### config.mk
export PLATFORM = sky130hd
export DESIGN_NAME = aidc_eop_gen
export DESIGN_NICKNAME = d
export VERILOG_FILES = /design/src/rtl/aidc_eop_gen_pkg.sv /design/src/rtl/aidc_eop_gen.sv
export SDC_FILE = /design/constraint.sdc
export NUM_CORES = 1
export LEC_CHECK = 0
export BUFFER_PORTS_ARGS = -buffer_cell sky130_fd_sc_hd__buf_2
export CORE_UTILIZATION = 50
export CTS_CLUSTER_DIAMETER = 150
export DETAILED_ROUTE_END_ITERATION = 16
export PLACE_DENSITY = 0.83
export SYNTH_ARGS = -nofsm -noshare
export SYNTH_HDL_FRONTEND = slang
export SYNTH_SLANG_ARGS = --single-unit
export TNS_END_PERCENT = 10
### constraint.sdc
create_clock -name clk -period 2.1 [get_ports clk]
set_input_delay 0.105 -clock clk [delete_from_list [all_inputs] [get_ports clk]]
set_output_delay 0.105 -clock clk [all_outputs]
set_load 0.03 [all_outputs]
### src/rtl/aidc_eop_gen_pkg.sv
`default_nettype none
// ============================================================================
// Module      : aidc_eop_gen_pkg
// Description : Shared constants, beat type and helpers for the AIDC framing
//               blocks (SOP-framed to LAST-framed conversion and siblings).
// Revision    : 1.0 - initial release
// ============================================================================
package aidc_eop_gen_pkg;

  // Default per-packet beat limit; 0 means unlimited.
  localparam int AIDC_MAX_BEATS = 16;

  // Default payload width used by the shared beat type.
  localparam int AIDC_DATA_W = 32;

  // One beat as seen by framing blocks that carry both delimiters.
  typedef struct packed {
    logic                   sop;
    logic                   last;
    logic [AIDC_DATA_W-1:0] data;
  } aidc_beat_t;

  // Width of a counter that must hold values 0..max_beats (never below 1).
  function automatic int aidc_cnt_w(input int max_beats);
    return (max_beats < 1) ? 1 : $clog2(max_beats + 1);
  endfunction

endpackage : aidc_eop_gen_pkg
`default_nettype wire

### src/rtl/aidc_eop_gen.sv
`default_nettype none
// ============================================================================
// Module      : aidc_eop_gen
// Description : Converts an SOP-delimited beat stream into a LAST-delimited
//               stream. One beat is held in a lookahead register; it is
//               released when its successor is accepted (last = successor's
//               sop), when the idle flush input closes the packet, or when
//               the packet reaches MAX_BEATS beats.
// Revision    : 1.0 - initial release
// ============================================================================
module aidc_eop_gen
  import aidc_eop_gen_pkg::*;
#(
  parameter int DATA_W    = 32,
  parameter int MAX_BEATS = AIDC_MAX_BEATS
) (
  input  logic              clk,
  input  logic              rst_n,
  // upstream, SOP framed
  input  logic              valid_i,
  output logic              ready_o,
  input  logic              sop_i,
  input  logic [DATA_W-1:0] data_i,
  input  logic              flush_i,
  // downstream, LAST framed
  output logic              valid_o,
  input  logic              ready_i,
  output logic              last_o,
  output logic [DATA_W-1:0] data_o,
  // framing error pulse
  output logic              sop_err_o
);

  localparam int CNT_W = aidc_cnt_w(MAX_BEATS);
  localparam logic [CNT_W-1:0] C_CNT_MAX = CNT_W'(MAX_BEATS);
  localparam logic [CNT_W-1:0] C_CNT_ONE = CNT_W'(1);

  // Lookahead register and framing state
  logic              hold_vld_q,   hold_vld_d;
  logic [DATA_W-1:0] hold_data_q,  hold_data_d;
  logic [CNT_W-1:0]  hold_cnt_q,   hold_cnt_d;
  logic              expect_sop_q, expect_sop_d;
  logic              sop_err_q,    sop_err_d;

  // Combinational helpers
  logic at_max;
  logic in_acc;
  logic out_fire;
  logic err;

  // Held beat has reached the packet limit and must close on its own.
  assign at_max = (MAX_BEATS != 0) && (hold_cnt_q == C_CNT_MAX);

  // Output view of the held beat; ready depends only on state and ready_i.
  always_comb begin
    ready_o   = !hold_vld_q || ready_i;
    valid_o   = hold_vld_q && (valid_i || flush_i || at_max);
    last_o    = at_max || (valid_i ? sop_i : flush_i);
    data_o    = hold_data_q;
    sop_err_o = sop_err_q;
  end

  assign in_acc   = valid_i && ready_o;
  assign out_fire = valid_o && ready_i;

  // A non-sop beat is an error when it cannot continue an open packet:
  // either the held beat is closing at the limit, or nothing is open.
  assign err = in_acc && !sop_i && (hold_vld_q ? at_max : expect_sop_q);

  // Next-state logic for the hold register, beat counter and sop tracking.
  always_comb begin
    hold_vld_d   = hold_vld_q;
    hold_data_d  = hold_data_q;
    hold_cnt_d   = hold_cnt_q;
    expect_sop_d = expect_sop_q;
    sop_err_d    = err;

    if (in_acc) begin
      // New beat replaces the held one even if that one leaves this cycle;
      // an errored beat starts a fresh packet.
      hold_vld_d   = 1'b1;
      hold_data_d  = data_i;
      hold_cnt_d   = (sop_i || err) ? C_CNT_ONE : hold_cnt_q + C_CNT_ONE;
      expect_sop_d = 1'b0;
    end else if (out_fire) begin
      hold_vld_d = 1'b0;
      if (last_o) begin
        expect_sop_d = 1'b1;
      end
    end
  end

  // State register; reset discards any held beat.
  always_ff @(posedge clk or negedge rst_n) begin
    if (!rst_n) begin
      hold_vld_q   <= 1'b0;
      hold_data_q  <= '0;
      hold_cnt_q   <= '0;
      expect_sop_q <= 1'b1;
      sop_err_q    <= 1'b0;
    end else begin
      hold_vld_q   <= hold_vld_d;
      hold_data_q  <= hold_data_d;
      hold_cnt_q   <= hold_cnt_d;
      expect_sop_q <= expect_sop_d;
      sop_err_q    <= sop_err_d;
    end
  end

endmodule : aidc_eop_gen
`default_nettype wire
## After elaboration in Yosys (flattened, before gate mapping)

Cells that the tools add are included.

- Flip-flop bits (word level): 40
- Bits of input ports: 38
- Output and inout bits: 36
- Word-level logic and storage cells: 30

- Add/sub/neg operators: 1
- Equality and inequality tests: 1
- Muxes and demuxes: 8
- Reduce and logical (&&, ||, !) cells: 15

Operators with widths:

| kind | number |
|---|---|
| $mux W1 | 7 |
| $add A5 B1 Y5 const B | 1 |
| $eq A5 B5 Y1 const B | 1 |
| $logic_and A1 B1 Y1 | 5 |
| $logic_or A1 B1 Y1 | 5 |
| $mux W5 | 1 |
| $reduce_bool A2 Y1 | 2 |
| $logic_not A1 Y1 | 2 |
| $reduce_and A2 Y1 | 1 |

## Logic depth before layout (Yosys ltp)

Gate-level depths: netlist (run 1).

- Depth after elaboration: 7
- Mapped depth: 7

## Worst setup path before layout (run 1)

OpenSTA, ideal clock, no wires.

- Path kind: reg2out
- Start point: register hold_cnt_q[0]
- End point: output valid_o
- Arrival time: 1.361 ns
- Path slack: 0.634 ns
- Stages on the path, launching flop included: 6
- Buffers on the path: 0
- Path through: dfrtp_1 inv_1 ha_1 and4bb_4 nor3_2 nor2b_1

- Longest elaborated chain between the ends: 3

RTL lines:

| what | RTL line | source |
|---|---|---|
| start: declaration | aidc_eop_gen.sv:41 | `logic [CNT_W-1:0] hold_cnt_q, hold_cnt_d;` |
| start signal: assignment | aidc_eop_gen.sv:104 | `hold_cnt_q <= hold_cnt_d;` |
| $eq A5 B5 Y1 | aidc_eop_gen.sv:52 | `assign at_max = (MAX_BEATS != 0) && (hold_cnt_q == C_CNT_MAX);` |
| $logic_or A1 B1 Y1 | aidc_eop_gen.sv:57 | `valid_o = hold_vld_q && (valid_i \|\| flush_i \|\| at_max);` |
| $logic_and A1 B1 Y1 | aidc_eop_gen.sv:57 |  |
| end: declaration | aidc_eop_gen.sv:26 | `output logic valid_o,` |

No other way between the ends.

## Final worst setup path (run 1)

- Start point: register hold_cnt_q[0]
- End point: output last_o

- Longest elaborated chain between the ends: 2

RTL lines:

| what | RTL line | source |
|---|---|---|
| $eq A5 B5 Y1 | aidc_eop_gen.sv:52 |  |
| $logic_or A1 B1 Y1 | aidc_eop_gen.sv:58 | `last_o = at_max \|\| (valid_i ? sop_i : flush_i);` |
| end: declaration | aidc_eop_gen.sv:28 | `output logic last_o,` |

No other way between the ends.

==> results of run 1 <==
==> routing by layer <==
metal | vias to the layer above | GRT usage (%) | wire length, um
met2 | 44 | 41.0 | 2120
li1 | 794 | - | -
met3 | 2 | 5.76 | 158
met4 | 0 | 5.84 | 21
met5 | - | 0 | 0
met1 | 742 | 24.5 | 1660
==> layout make-up <==
cell class                      instances  area (sq um)
Timing Repair Buffer                  109           723
Inverter                                2          7.51
Tap cell                               46          57.6
Clock inverter                          2          15.0
Multi-Input combinational cell        134           648
Clock buffer                            6          51.3
Fill cell                             232           832
Sequential cell                        40          1000
==> logic make-up (layout without fill, tap and decap cells) <==
logic type,count (synthesis),in the layout
simple gates,119,119
fa+ha+maj,2,2
flops,40,40
compound gates,10,10
mux,2,2
buf+inv,11,119
xor+xnor,1,1
==> critical path, stage by stage (launching register included) <==
cell	delay [ps]
dfrtp_1	380
inv_1	90
ha_1	200
and4bb_4	220
nor3_2	210
nor2_1	90
buf_2	180
==> synthesized netlist by cell type, drive strengths merged, types with 2 or more instances <==
| cell type | n | share of area, % |
|---|---|---|
| a21oi | 2 | 1.2 |
| dfrtp | 39 | 56 |
| nor3b | 2 | 0.87 |
| o21ai | 2 | 0.58 |
| inv | 2 | 0.43 |
| nand2b | 2 | 0.72 |
| nand3 | 3 | 0.87 |
| ha | 2 | 1.4 |
| nand2 | 101 | 22 |
| buf | 9 | 4.4 |
| and3 | 3 | 1.1 |
| nor3 | 2 | 1.2 |
| mux2 | 2 | 1.3 |
==> stage by stage <==
stage / util (%) / power (uW) / setup WS (ps) / std cells
finish: 75.1 / 1990 / 305 / 339
global placement: 62.6 / 1520 / 619 / 296
CTS: 75.1 / 1990 / 294 / 339
detailed placement: 62.6 / 1530 / 582 / 296
global route: 75.1 / 2100 / 176 / 339
floorplan: - / 1360 / 634 / 185
==> worst paths after layout <==
path                                 endpoint  slack, ps  cells past startpoint
worst max-delay path                   last_o        310                      6
worst min register to register     data_o[10]        480                      2
worst max register to register  hold_cnt_q[0]        560                      6
max in group asynchronous          data_o[16]       1180                      2
worst min-delay path             expect_sop_q         80                      2
min in group asynchronous           sop_err_o        390                      2
==> flip-flops by register name (all words and copies together), names as in the netlist <==
signal,flops
data_o,32
hold_cnt_q,5
expect_sop_q,1
hold_vld_q,1
sop_err_o,1
==> where the power goes <==
part | internal, uW | switching, uW
Sequential | 889 | 76.9
Combinational | 233 | 375
Clock | 163 | 252
Total | 1280 | 704
==> flow_summary.toml, run 1 <==
[logic_synthesis]
synth-compound-area-share_pct = 4.47
synth_fa_ha_area_share_pct = 1.44
synth_xor_area_share_pct = 0.505
synth_area_sq_um = 1730
syn_nets = 225
syn_inst = 185
ys_ff_latch = 40
synthSimpleGateAreaFrac_pct = 29.7
synth_flop_cell = "dfrtp_1"
synthMuxAreaShare_pct = 1.30
synthArstFlopShare_pct = 100
synth.avg_cell_area_sq_um = 9.37
ys_seq_area_share_pct = 57.8
synth-edff-count = 0
synth_top_family_by_area = "simple AND/OR/NAND/NOR gates"
synthDistinctLibCells = 30
yosysWarnings = 0

[pwr]
peakVddDrop_v = 0.000515
p_per_area_nw_per_um2 = 794
cellLeakagePower_uw = 0.00138

[clock_tree]
cts.sinks = 40
clk_pin_slew_worst_paths_ps = 120
ctsResizeCount = 0
cts_buffer_depth = 2
numCtsBuffers = 5
cts.hold.buffers_added = 35
h-tree-depth = 2
cts_setup_buffers = 0
root_buffer = "clkbuf_4"
clkLatencyLatePin_ps = 340
cts_tree = "built"

[sta]
setup_viol = 0
tns_ps = 0
period_needed_ps = 1790
final_max_slew_viol_count = 0
finalClockSkew_ps = 5.86
rsz0062_at_grt = "no"
max-slew-margin-rel_pct = 44.2
hold_ws_ps = 77.5
fmax_mhz = 557
min_period_over_period_pct = 85.5
hold_viol_final = 0
worst_pin_slew_ps = 837

[flow_run]
cap_violations = 0

[setup_path]
rr_startpoint = "hold_cnt_q[0]"
crit_arrival_ps = 1690
critPathKind = "reg2out"
crit_required_ps = 2000
crit_path_end_kind = "output port"
path_max_fanout = 4
start_kind = "register"
startpoint = "hold_cnt_q[0]"

[drt]
drt_iter0_drc = 80
firstDrtPassIters = 4
via_per_inst = 4.67
antenna_left = 0
drt_wl_total_um = 3960
wire_per_inst_um = 11.7
drc_errors = 0
vias = 1582

[placed_design]
gp_congestion = 0.801
post-dp-hpwl_um = 2270
postPlaceCellArea_sq_um = 2090
numPortBuffers = 73

[global_routing]
grt_pass1_wl_um = 5800
grt_pass1_vias = 1421
gr-total-overflow = 0
grt_usage_pct = 21.9
antenna_found_initial = 0
grt_max_degree = 41

[finish]
antenna_cells = 0
finish.instance_area_sq_um = 2500
nets = 332
syn_to_final_growth_pct = 44.4
final_cell_mix = "100 x nand2_1, 73 x buf_2, 39 x dfrtp_1"
final_common_cell = "nand2_1"
drive_gt1_share_pct = 31.4

[die]
die_w_um = 60.9
core_sq_um = 3340
start_util_pct = 52.0
rows = 21
dieArea_sq_um = 3710
ioPinCount = 74
die_h_um = 60.9

[min_path]
min_path_type = "in2reg"
hold_start = "valid_i"

[outcome]
status = "finished clean"
Note: power is estimated with default switching activity, not from simulation.
==> inputs of run 2 (changes only) <==
- CORE_ASPECT_RATIO: not set -> 0.75
==> run 2 against run 1 <==
  * Highest routed layer unchanged
  * Sequential power about the same
  * Clock power increased by 46%
  * Largest cell class unchanged
  * Critical path depth unchanged
  * Sequential share of layout area increased by 5.5 points
==> flow_summary.toml, run 2 (same netlist as run 1, synthesis figures left out) <==
[pwr]
p_per_area_nw_per_um2 = 966
peakVddDrop_v = 0.000526
cellLeakagePower_uw = 0.00126

[clock_tree]
clkLatencyLatePin_ps = 280
cts.sinks = 40
cts_setup_buffers = 0
h-tree-depth = 2
ctsResizeCount = 0
root_buffer = "clkbuf_8"
clk_pin_slew_worst_paths_ps = 80
cts.hold.buffers_added = 1
numCtsBuffers = 5
cts_buffer_depth = 2
cts_tree = "built"

[drt]
wire_per_inst_um = 11.5
drt_iter0_drc = 82
drt_wl_total_um = 3440
drc_errors = 0
firstDrtPassIters = 6
via_per_inst = 4.87
antenna_left = 0
vias = 1456

[setup_path]
crit_path_end_kind = "output port"
start_kind = "register"
path_max_fanout = 4
crit_required_ps = 2000
crit_arrival_ps = 1630
rr_startpoint = "hold_vld_q"
startpoint = "hold_cnt_q[0]"
critPathKind = "reg2out"

[global_routing]
grt_pass1_wl_um = 5580
gr-total-overflow = 0
grt_usage_pct = 19.7
grt_max_degree = 41
grt_pass1_vias = 1317
antenna_found_initial = 0

[die]
rows = 18
dieArea_sq_um = 3710
start_util_pct = 52.4
die_h_um = 53
die_w_um = 70.0
core_sq_um = 3310
ioPinCount = 74

[finish]
nets = 298
drive_gt1_share_pct = 35.5
final_common_cell = "nand2_1"
largest_reg_flops = 32
final_cell_mix = "100 x nand2_1, 73 x buf_2, 39 x dfrtp_1"
syn_to_final_growth_pct = 27.0
antenna_cells = 0
finalNonFillerCells = 299

[flow_run]
cap_violations = 0

[min_path]
min_path_type = "in2reg"
hold_start = "data_i[14]"

[placed_design]
gp_congestion = 0.771
post-dp-hpwl_um = 2410
numPortBuffers = 73
placedCellCount = 290

[sta]
max-slew-margin-rel_pct = 42.1
rsz0062_at_grt = "no"
final_max_slew_viol_count = 0
fmax_mhz = 576
finalClockSkew_ps = 5.90
tns_ps = 0
min_period_over_period_pct = 82.6
worst_pin_slew_ps = 868
setup_viol = 0
hold_viol_final = 0
period_needed_ps = 1730

[outcome]
status = "finished clean"
==> run 2: changes by cell type in the layout (fill, tap and decap cells not counted), sizes merged <==
cell,change
clkinvlp,-1
bufinv,+1
clkinv,+1
clkbuf,-1
dlygate4sd3,-34
==> run 2: worst max-delay path, stage by stage (launching register included) <==
cell and delay [ps]:
dfrtp_1 380, inv_1 90, ha_1 200, and4bb_4 220, nor3_2 210, nor2_1 80
buf_2 180
==> run 2: through the flow <==
step / worst slack, ps / power [uW] / cell area [sq um] / util [%] / hold WS (ps)
final: 365 / 2130 / 2200 / 66.5 / 7.96
after global routing: 277 / 2240 / 2200 / 66.5 / 0.748
after CTS: 374 / 2150 / 2200 / 66.5 / 0.793
after detailed placement: 559 / 1540 / 2080 / 62.8 / 267
after global placement: 565 / 1520 / 2080 / 62.8 / 260
after floorplan: 634 / 1360 / 1730 / - / -191
==> run 2: final timing paths <==
check | slack [ps] | cells past startpoint | end
setup / recovery | 370 | 6 | last_o
hold / removal | 8 | 3 | data_o[14]
setup reg to reg | 530 | 5 | data_o[5]
hold reg to reg | 470 | 2 | data_o[19]
max in group asynchronous | 1090 | 2 | data_o[25]
min in group asynchronous | 470 | 2 | sop_err_o
==> run 2: area by class of cell <==
cell class | count | area (sq um)
multi-input combinational | 134 | 648
clock buffer | 5 | 68.8
timing repair buffer | 75 | 383
sequential | 40 | 1000
inverter | 2 | 7.51
clock inverter | 3 | 42.5
tap | 40 | 50.0
fill | 282 | 1110
==> run 2: power by group <==
part | leakage, uW | total [uW] | switching [uW] | internal [uW]
Clock | 0.0000541 | 607 | 256 | 351
Sequential | 0.000488 | 968 | 77.5 | 890
Combinational | 0.000716 | 552 | 361 | 191
Total | 0.00126 | 2130 | 694 | 1430
==> run 2: per-layer routing <==
layer / part of all wire, % / global-route usage (%)
met5: 0 / 0
met4: 0.87 / 6.00
met3: 6.6 / 5.52
met2: 44 / 32.4
met1: 48 / 25.9
==> inputs of run 3 (changes only) <==
- CORE_UTILIZATION: 50 -> 42
- PLACE_DENSITY: 0.83 -> 0.75
- clock period: 2.1 -> 1.4 ns (I/O delays scaled with it)
==> run 3 against run 2 <==
  * The run now ends with setup timing left
  * Cell area grew 25%
  * Core utilization grew 5.8 points
  * Flip-flop and latch count is the same
  * Cell count grew 21%
  * Register-to-register slack lost 660 ps
  * Worst hold slack gained 34 ps
  * Global-route usage grew 2.0 points
  * Worst setup slack lost 610 ps
  * Sequential power grew 50%
  * Critical path depth grew 1
  * Non-clock buffer count grew 50
  * Sequential share of layout area shrank 9.1 points
  * Critical endpoint unchanged
==> flow_summary.toml, run 3 (same netlist as run 1, synthesis figures left out) <==
[outcome]
violations = "setup timing"
status = "finished, violations left"

[drt]
antenna_left = 0
firstDrtPassIters = 4
drt_iter0_drc = 50
drt_wl_total_um = 4260
via_per_inst = 4.61
wire_per_inst_um = 11.8
drc_errors = 0
vias = 1665

[sta]
worst_pin_slew_ps = 256
period_needed_ps = 1650
finalClockSkew_ps = 5.73
worst_slack_ps = -249
max-slew-margin-rel_pct = 82.9
hold_ws_ps = 41.7
rsz0062_at_grt = "yes"
fmax_mhz = 606
hold_viol_final = 0
setup_viol = 5
min_period_over_period_pct = 118
final_max_slew_viol_count = 0

[min_path]
min_path_type = "in2reg"

[finish]
finish.instance_area_sq_um = 2750
finalNonFillerCells = 361
antenna_cells = 0
final_cell_mix = "100 x nand2_1, 71 x buf_2, 39 x dfrtp_1"
nets = 348
multiInputGateArea_sq_um = 682
largest_reg_flops = 32
final_common_cell = "nand2_1"
seqCellArea_sq_um = 1000
fill_cells = 299
drive_gt1_share_pct = 37.2
syn_to_final_growth_pct = 58.6

[die]
dieArea_sq_um = 4390
core_sq_um = 3800
ioPinCount = 74
die_w_um = 76.2
die_h_um = 57.7
start_util_pct = 45.6
rows = 19

[clock_tree]
clk_pin_slew_worst_paths_ps = 80
numCtsBuffers = 5
cts_buffer_depth = 2
clkLatencyLatePin_ps = 290
h-tree-depth = 2
cts.sinks = 40
cts_tree = "built"
root_buffer = "clkbuf_8"

[setup_path]
path_max_fanout = 3
crit_arrival_ps = 1580
start_kind = "register"
crit_required_ps = 1330
crit_path_end_kind = "output port"
critPathKind = "reg2out"

[global_routing]
antenna_found_initial = 0
grt_pass1_vias = 1636
grt_pass1_wl_um = 7320
grt_usage_pct = 21.7
gr-total-overflow = 0
grt_max_degree = 21

[placed_design]
numPortBuffers = 73
postPlaceCellArea_sq_um = 2200
placedCellCount = 312
post-dp-hpwl_um = 2600
gp_congestion = 0.757

[flow_run]
cap_violations = 0

[pwr]
peakVddDrop_v = 0.000903
cellLeakagePower_uw = 0.00150
p_per_area_nw_per_um2 = 1260
-- run 3: changes by cell type in the layout (fill, tap and decap cells not counted), moves of 2 or more --
cell and change:
dlygate4sd3_1 +33, buf_4 +15, buf_12 +2, buf_2 -2, buf_6 +2, inv_1 -2
inv_2 +2
-- run 3: worst max-delay path: stages (launching register included) --
cell and delay (ps):
dfrtp_1 380, inv_2 60, ha_4 150, and4bb_4 220, buf_6 120, nor3b_2 140
nor2_1 60, buf_4 170
-- run 3: worst paths after layout --
| path | start | end | slack (ps) | depth (start not counted) |
|---|---|---|---|---|
| hold reg to reg | data_o[19] | data_o[19] | 480 | 2 |
| setup reg to reg | hold_cnt_q[0] | hold_cnt_q[0] | -130 | 6 |
| hold / removal | ready_i | expect_sop_q | 40 | 3 |
| max in group asynchronous | rst_n | expect_sop_q | 810 | 3 |
| setup / recovery | hold_cnt_q[0] | last_o | -250 | 7 |
| min in group asynchronous | rst_n | data_o[1] | 310 | 3 |
-- run 3: power breakdown --
group,switching (uW),total [uW],leakage (uW),internal [uW]
registers,120,1450,0.000488,1330
clock network,420,957,0.0000548,537
logic,596,1050,0.000956,453
total,1140,3460,0.00150,2320
-- run 3: through the flow --
| step | power, uW | util [%] | setup WS [ps] | setup TNS (ps) |
|---|---|---|---|---|
| after CTS | 3450 | 71.5 | -265 | -621 |
| after global placement | 2340 | 57.8 | -30.0 | -30.0 |
| final | 3460 | 72.3 | -249 | -640 |
| after global routing | 3660 | 72.3 | -316 | -1560 |
| after detailed placement | 2360 | 57.8 | -61.6 | -61.6 |
| after floorplan | 2040 | - | -14.5 | -28.0 |
-- run 3: area by class of cell --
class                           instances  share of cell area [%]
Sequential cell                        40                    36.4
Inverter                                2                   0.273
Timing Repair Buffer                  125                    31.9
Clock buffer                            5                    2.50
Tap cell                               52                    2.37
Multi-Input combinational cell        134                    24.8
Clock inverter                          3                    1.68
-- run 3: per-layer routing --
layer | global-route usage, % | routed length (um)
met1 | 28.2 | 1990
met2 | 36.0 | 1950
met3 | 5.20 | 257
met4 | 8.52 | 67
met5 | 0 | 0
-- run 3: repair_timing --
action | in CTS | in global routing
endpoints found under the hold margin | 72 | 0
gates resized for setup | 6 | 6
hold buffers | 34 | 0
pin swaps | 3 | 5
buffers inserted | 7 | 1
setup endpoints to repair | 5 | 35
